### src/rtl/dqn_seq_pkg.sv
// Shared definitions for the DQN backprop sequencer.
//   state_t          : top-level FSM states (IDLE, RUN, DONE)
//   CTRL_IDLE        : controller code presented while no iteration runs
//   CTRL_DELTA_LATCH : controller code on which the delta/bias stage latches
//   STEP_W / CTRL_W  : widths of the step and controller buses
package dqn_seq_pkg;

    typedef enum logic [1:0] {
        ST_IDLE = 2'd0,
        ST_RUN  = 2'd1,
        ST_DONE = 2'd2
    } state_t;

    localparam int STEP_W = 4;
    localparam int CTRL_W = 4;

    localparam logic [CTRL_W-1:0] CTRL_IDLE        = 4'd0;
    localparam logic [CTRL_W-1:0] CTRL_DELTA_LATCH = 4'd9;

endpackage

### src/rtl/dqn_dwell_cnt.sv
// Dwell counter: counts the cycles a phase code has been held.
// Ports:
//   clk  : clock, rising edge
//   rst  : asynchronous active-high reset (count returns to 0)
//   clr  : synchronous clear, has priority over en
//   en   : advance the count; wraps to 0 after DWELL-1
//   last : count is at DWELL-1 (the phase ends on the next enabled edge)
module dqn_dwell_cnt #(
    parameter int DWELL = 4
) (
    input  logic clk,
    input  logic rst,
    input  logic clr,
    input  logic en,
    output logic last
);

    localparam int CW = $clog2(DWELL + 1);

    logic [CW-1:0] count_reg;
    logic [CW-1:0] count_next;

    assign last = (count_reg == CW'(DWELL - 1));

    always_comb begin
        count_next = count_reg;
        if (clr) begin
            count_next = '0;
        end else if (en) begin
            count_next = last ? '0 : count_reg + CW'(1);
        end
    end

    always_ff @(posedge clk or posedge rst) begin
        if (rst) begin
            count_reg <= '0;
        end else begin
            count_reg <= count_next;
        end
    end

endmodule

### src/rtl/dqn_bp_sequencer.sv
// DQN backprop sequencer: on start, walks the controller code through
// 1..NUM_PHASES holding each for DWELL cycles, bumps step once per
// iteration and reports busy/done. Stall freezes the walk, abort ends it.
// Ports:
//   clk, rst        : clock and asynchronous active-high reset
//   start           : request an iteration (only honoured in IDLE)
//   stall, abort    : RUN-only controls, abort wins over stall
//   busy            : high while in RUN
//   done            : one-cycle pulse on normal completion
//   step            : iteration counter, wraps MAX_STEP -> 1
//   controller      : phase code, 0 when idle
//   phase_first     : first cycle of each presented phase code
//   iter_cycles     : RUN cycles of the last completed iteration
//                     (only with DQN_SEQ_CYCLE_CNT_EN defined)
// All outputs are registered.
module dqn_bp_sequencer
    import dqn_seq_pkg::*;
#(
    parameter int NUM_PHASES = 10,
    parameter int DWELL      = 4,
    parameter int MAX_STEP   = 15
) (
    input  logic              clk,
    input  logic              rst,
    input  logic              start,
    input  logic              stall,
    input  logic              abort,
    output logic              busy,
    output logic              done,
    output logic [STEP_W-1:0] step,
    output logic [CTRL_W-1:0] controller,
    output logic              phase_first
`ifdef DQN_SEQ_CYCLE_CNT_EN
    ,
    output logic [15:0]       iter_cycles
`endif
);

    state_t            state_reg, state_next;
    logic [CTRL_W-1:0] ctrl_reg, ctrl_next;
    logic [STEP_W-1:0] step_reg, step_next;
    logic              busy_reg, busy_next;
    logic              done_reg, done_next;
    logic              pf_reg, pf_next;

    logic cnt_clr;
    logic cnt_en;
    logic cnt_last;

    dqn_dwell_cnt #(
        .DWELL (DWELL)
    ) u_dwell_cnt (
        .clk  (clk),
        .rst  (rst),
        .clr  (cnt_clr),
        .en   (cnt_en),
        .last (cnt_last)
    );

    always_comb begin
        state_next = state_reg;
        ctrl_next  = ctrl_reg;
        step_next  = step_reg;
        busy_next  = busy_reg;
        done_next  = 1'b0;
        pf_next    = 1'b0;
        cnt_clr    = 1'b0;
        cnt_en     = 1'b0;

        case (state_reg)
            ST_IDLE: begin
                ctrl_next = CTRL_IDLE;
                busy_next = 1'b0;
                cnt_clr   = 1'b1;
                if (start) begin
                    state_next = ST_RUN;
                    ctrl_next  = 4'd1;
                    pf_next    = 1'b1;
                    busy_next  = 1'b1;
                    // Incrementing on entry keeps step nonzero for the whole RUN.
                    step_next  = (step_reg == STEP_W'(MAX_STEP)) ? STEP_W'(1)
                                                                 : step_reg + STEP_W'(1);
                end
            end

            ST_RUN: begin
                if (abort) begin
                    state_next = ST_IDLE;
                    ctrl_next  = CTRL_IDLE;
                    busy_next  = 1'b0;
                    cnt_clr    = 1'b1;
                end else if (!stall) begin
                    cnt_en = 1'b1;
                    if (cnt_last) begin
                        if (ctrl_reg < CTRL_W'(NUM_PHASES)) begin
                            ctrl_next = ctrl_reg + CTRL_W'(1);
                            pf_next   = 1'b1;
                        end else begin
                            state_next = ST_DONE;
                            ctrl_next  = CTRL_IDLE;
                            busy_next  = 1'b0;
                            done_next  = 1'b1;
                        end
                    end
                end
            end

            ST_DONE: begin
                state_next = ST_IDLE;
                cnt_clr    = 1'b1;
            end

            default: begin
                state_next = ST_IDLE;
                ctrl_next  = CTRL_IDLE;
                busy_next  = 1'b0;
                cnt_clr    = 1'b1;
            end
        endcase
    end

    always_ff @(posedge clk or posedge rst) begin
        if (rst) begin
            state_reg <= ST_IDLE;
            ctrl_reg  <= CTRL_IDLE;
            step_reg  <= '0;
            busy_reg  <= 1'b0;
            done_reg  <= 1'b0;
            pf_reg    <= 1'b0;
        end else begin
            state_reg <= state_next;
            ctrl_reg  <= ctrl_next;
            step_reg  <= step_next;
            busy_reg  <= busy_next;
            done_reg  <= done_next;
            pf_reg    <= pf_next;
        end
    end

    assign busy        = busy_reg;
    assign done        = done_reg;
    assign step        = step_reg;
    assign controller  = ctrl_reg;
    assign phase_first = pf_reg;

`ifdef DQN_SEQ_CYCLE_CNT_EN
    logic [15:0] cyc_reg, cyc_next;
    logic [15:0] iter_reg, iter_next;
    logic [15:0] cyc_inc;

    assign cyc_inc = (cyc_reg == 16'hFFFF) ? cyc_reg : cyc_reg + 16'd1;

    always_comb begin
        cyc_next  = cyc_reg;
        iter_next = iter_reg;
        if (state_reg == ST_IDLE && start) begin
            cyc_next = '0;
        end else if (state_reg == ST_RUN) begin
            cyc_next = cyc_inc;
            // The completing RUN cycle is counted in the captured value.
            if (state_next == ST_DONE) begin
                iter_next = cyc_inc;
            end
        end
    end

    always_ff @(posedge clk or posedge rst) begin
        if (rst) begin
            cyc_reg  <= '0;
            iter_reg <= '0;
        end else begin
            cyc_reg  <= cyc_next;
            iter_reg <= iter_next;
        end
    end

    assign iter_cycles = iter_reg;
`endif

endmodule
### config.mk
export PLATFORM = sky130hd
export DESIGN_NAME = dqn_bp_sequencer
export DESIGN_NICKNAME = d
export VERILOG_FILES = /design/src/rtl/dqn_seq_pkg.sv /design/src/rtl/dqn_dwell_cnt.sv /design/src/rtl/dqn_bp_sequencer.sv
export SDC_FILE = /design/constraint.sdc
export NUM_CORES = 1
export LEC_CHECK = 0
export ABC_AREA = 0
export BUFFER_PORTS_ARGS = -buffer_cell sky130_fd_sc_hd__buf_2
export CORE_UTILIZATION = 40
export CTS_BUF_LIST = sky130_fd_sc_hd__clkbuf_4 sky130_fd_sc_hd__clkbuf_8
export DETAILED_ROUTE_END_ITERATION = 7
export PLACE_DENSITY = 0.61
export SLEW_MARGIN = 20
export SYNTH_ARGS = -nofsm -noshare
export SYNTH_HDL_FRONTEND = slang
export SYNTH_SLANG_ARGS = --single-unit
### constraint.sdc
create_clock -name clk -period 1.3 [get_ports clk]
set_input_delay 0.26 -clock clk [delete_from_list [all_inputs] [get_ports clk]]
set_output_delay 0.26 -clock clk [all_outputs]
set_load 0.05 [all_outputs]
==> summary.md <==
| Metric | Value |
|---|---|
| Status | complete, but fails checks |
| Failing checks | setup timing |
| DR vias/cell | about 5.1 |
| Antenna-violating nets left | 0 |
| Largest delay share family, worst path | simple AND/OR/NAND/NOR gates |
| Warnings, synthesis | 0 |
| RSZ-0062 raised after global routing | true |
| GPL Wtd Cong | ~0.81 |
| Worst EP arrival | about 1.6 ns |
| Clock sink count | 16 |
| Detailed Route WL | 1681 µm |
| Critical Path Slowest Stage Cell | or3b_4 |
| DRC viols | 0 |
| Worst Tran Pin Value | about 0.30 ns |
| Ports | 16 |
| Die ar. | about 2200 µm² |
| Row count | 15 |
| Clk_lat worst skew | approximately 0.28 ns |
| Area grow syn2layout | 33.33% |
| RR Startpoint | u_dwell_cnt.count_reg[0]$_DFFE_PP0P_ |
| Sequential standard cell area | 407.9 µm² |
| PortBufs | 15 |
| WS Path Type | reg -> reg |
| Pleak | just over 0.0005 µW |
| Reg2reg setup slack | -0.09 ns |
| CTS root buffer | clkbuf_4 |
| CTS max path bufs | 2 |
| Netlist area before placement | just under 800 µm² |
| Design area | around 1100 µm² |
| Initial antenna violation count | 0 |
| Worst setup EP type | flip-flop |
| Max frequency | slightly above 700 MHz |
| Total number of vias | between 600 and 700 |
| CTS Buf Count | 3 |
| Final setup violation count | 7 |
| Total power | roughly 1500 µW |
| Synth area leader | dfrtp_1 |
| CTS tree | done |
| Multi-input gate area | 395.4 µm² |
| Htree depth | 1 |
| WP buf/inv | 0 |
| Share of cells above drive strength 1 | a little over two fifths |
| Drt first pass iters | 4 |
| Reg clk slew, reported paths | 0.10 ns |
| Mapped Nets | 86 |
| Worst slew margin | about four fifths |
| Crit-path cells | ha_2 -> or3b_4 -> o21ai_4 -> o211ai_1 |
| Worst vdd ir | roughly 0.0010 V |
| Top-area cell type share of the netlist area | just over 50% |
| First-pass GRT wire length | 2794 µm |
| Initial DRC count | 8 |
| Max Cap Violations | 0 |
| # diodes | 0 |
| Crit-path max cell delay | 0.43 ns |
| Die height | ~47 µm |
| CP Data Required Time | approximately 1.5 ns |
| Final #Nets | 118 |
| Final period util | 107.3% |
| Post-Syn Area per Cell | 10.20 µm² |
| Min setup slack post-route | -0.09466 ns |
| Crit-path max FO | 4 |
| Post-Route Skew | between 0.005 and 0.006 ns |
| DR WL/cell | 12.54 µm |
| # fillers | ~160 |
| CP startpoint kind | flip-flop |
| Synth area leaders | dfrtp_1, ha_1, nor2_1 |
| Crit path time final | 1.395 ns |
| Gate Count Post-Synth | slightly below 80 |
| Core box area | 1802 µm² |
| Cell depth of the worst hold path | 4 |
| Final hold vios | 0 |
| Sequential-to-total area share from yosys stat | 50.31% |
| Power density over the cells | roughly 1400 nW/µm² |
| Vias in the first global route | ~640 |
| Reg2reg end | controller[3]$_DFFE_PP0P_ |
| Fin. max-slew vios | 0 |
| Flops & latches, synth | 16 |
| Detail Placement HPWL | ~1200 µm |
| Final Util | around three fifths |
| Largest net degree at the start of global routing | 17 |
| Area after DPL | between 900 and 1000 µm² |
| GRT Residual Overflow | 0 |
| Hold Path Class | in -> reg |
| Starting density of the core | roughly 44% |
| Die span in x | 46.60 µm |
| Worst Hold Path EP | state_reg[1]$_DFFE_PP0P_ |
| Worst Hold Launch | abort |
| Distinct cell type count after synthesis | 28 |
| Reg2Reg Depth | 4 |
| Global Route Usage Sum | 18.93% |
## cells in the final DEF (no fill, tap or decap), types with 2 or more instances in the layout
cell      Yosys  layout
buf_2         1      14
or3b_4        2       3
ha_1          3       2
a31oi_1       2       2
mux2i_1       2       2
dfrtp_2       0       6
nand4_1       3       3
nor3b_2       3       3
o31ai_1       2       2
clkbuf_4      0       5
o21ai_1       4       3
nor2_1       10       9
a21oi_1       2       2
buf_4         0      12
nand2_1       8       8
inv_1         5       5
dfrtp_1      16      10
## routing by layer
metal	part of all wire [%]	wire [µm]	vias to the layer above	global-route usage (%)
met5	0	0	-	0
met4	0.77	13	0	8.824
met3	2.6	44	2	2.353
met2	53	895	11	33.89
met1	43	726	323	21.90
li1	-	-	342	-
## through the flow
step                      instances  hold slack, ns  setup TNS, ns  worst slack [ns]
after floorplan                  78          0.1734       -0.01480          -0.01480
after CTS                       133          0.2805        -0.2572          -0.07075
after global placement          126          0.2752       -0.05509          -0.02114
after detailed placement        126          0.2763        -0.1348          -0.03879
after global routing            134          0.3142        -0.9767           -0.1801
final                           134          0.2910        -0.3588          -0.09466
## layout make-up
cell class	instances	share of cell area (%)
flip-flops and latches	16	38.44
multi-input cells	56	37.26
repair buffers	28	16.75
well taps	25	2.948
clock buffers	4	2.830
inverters	5	1.769
## timing repair
action,in CTS,in global routing
pin swaps,6,2
endpoints found under the setup margin,8,10
hold buffers,1,0
endpoints found under the hold margin,16,0
gates cloned,0,0
buffers inserted,2,1
resized for setup,5,1
## where the power goes
| group | switching, µW | internal, µW | leakage, µW | total [µW] |
|---|---|---|---|---|
| logic | 390 | 180 | 0.000285 | 571 |
| clock network | 151 | 140 | 0.0000184 | 290 |
| registers | 94.0 | 581 | 0.000201 | 675 |
## cell families (layout without fill, tap and decap cells)
family | after synthesis | in the layout | share of synthesized area (%)
and+or+nand+nor | 33 | 33 | 24.22
AOI/OAI and AO/OA | 16 | 16 | 13.05
DFF | 16 | 16 | 50.31
buffers and inverters | 6 | 37 | 2.987
adders and majority gates | 3 | 3 | 4.717
xor gates and xnor gates | 2 | 2 | 2.202
muxes | 2 | 2 | 2.516
## cell usage after synthesis
cell type and number:
o21ai_1 4, nand4_1 3, a21oi_1 2, nor3b_2 3, dfrtp_1 16, nor3_1 2, buf_2 1, nand2b_1 1
mux2i_1 2, a21o_1 1, a21boi_0 1, xor2_1 1, or3b_1 1, a31oi_1 2, nand2_1 8, o31ai_1 2
nand3_1 1, inv_1 5, o211ai_1 1, nor2b_1 1, xnor2_1 1, ha_1 3, o221ai_1 1, nor2_1 10
o21ai_0 1, a32o_1 1, or3b_4 2, and4b_1 1
## worst max path at each step
stage,end,startpoint,cells after the start,slack [ns]
final,controller[3]$_DFFE_PP0P_,u_dwell_cnt.count_reg[0]$_DFFE_PP0P_,4,-0.09
after floorplan,step[3]$_DFFE_PP0P_,state_reg[1]$_DFFE_PP0P_,4,-0.01
after global placement,controller[3]$_DFFE_PP0P_,u_dwell_cnt.count_reg[0]$_DFFE_PP0P_,4,-0.02
after detailed placement,controller[3]$_DFFE_PP0P_,u_dwell_cnt.count_reg[0]$_DFFE_PP0P_,4,-0.04
after CTS,controller[3]$_DFFE_PP0P_,u_dwell_cnt.count_reg[0]$_DFFE_PP0P_,4,-0.07
after global routing,busy$_DFFE_PP0P_,u_dwell_cnt.count_reg[0]$_DFFE_PP0P_,4,-0.18
## tightest hold or removal path: cells and delay by family
family | cells | cell delay [ns]
simple gates | 3 | 0.18
buf+inv | 1 | 0.10
Power figures use the tool's default switching activity.
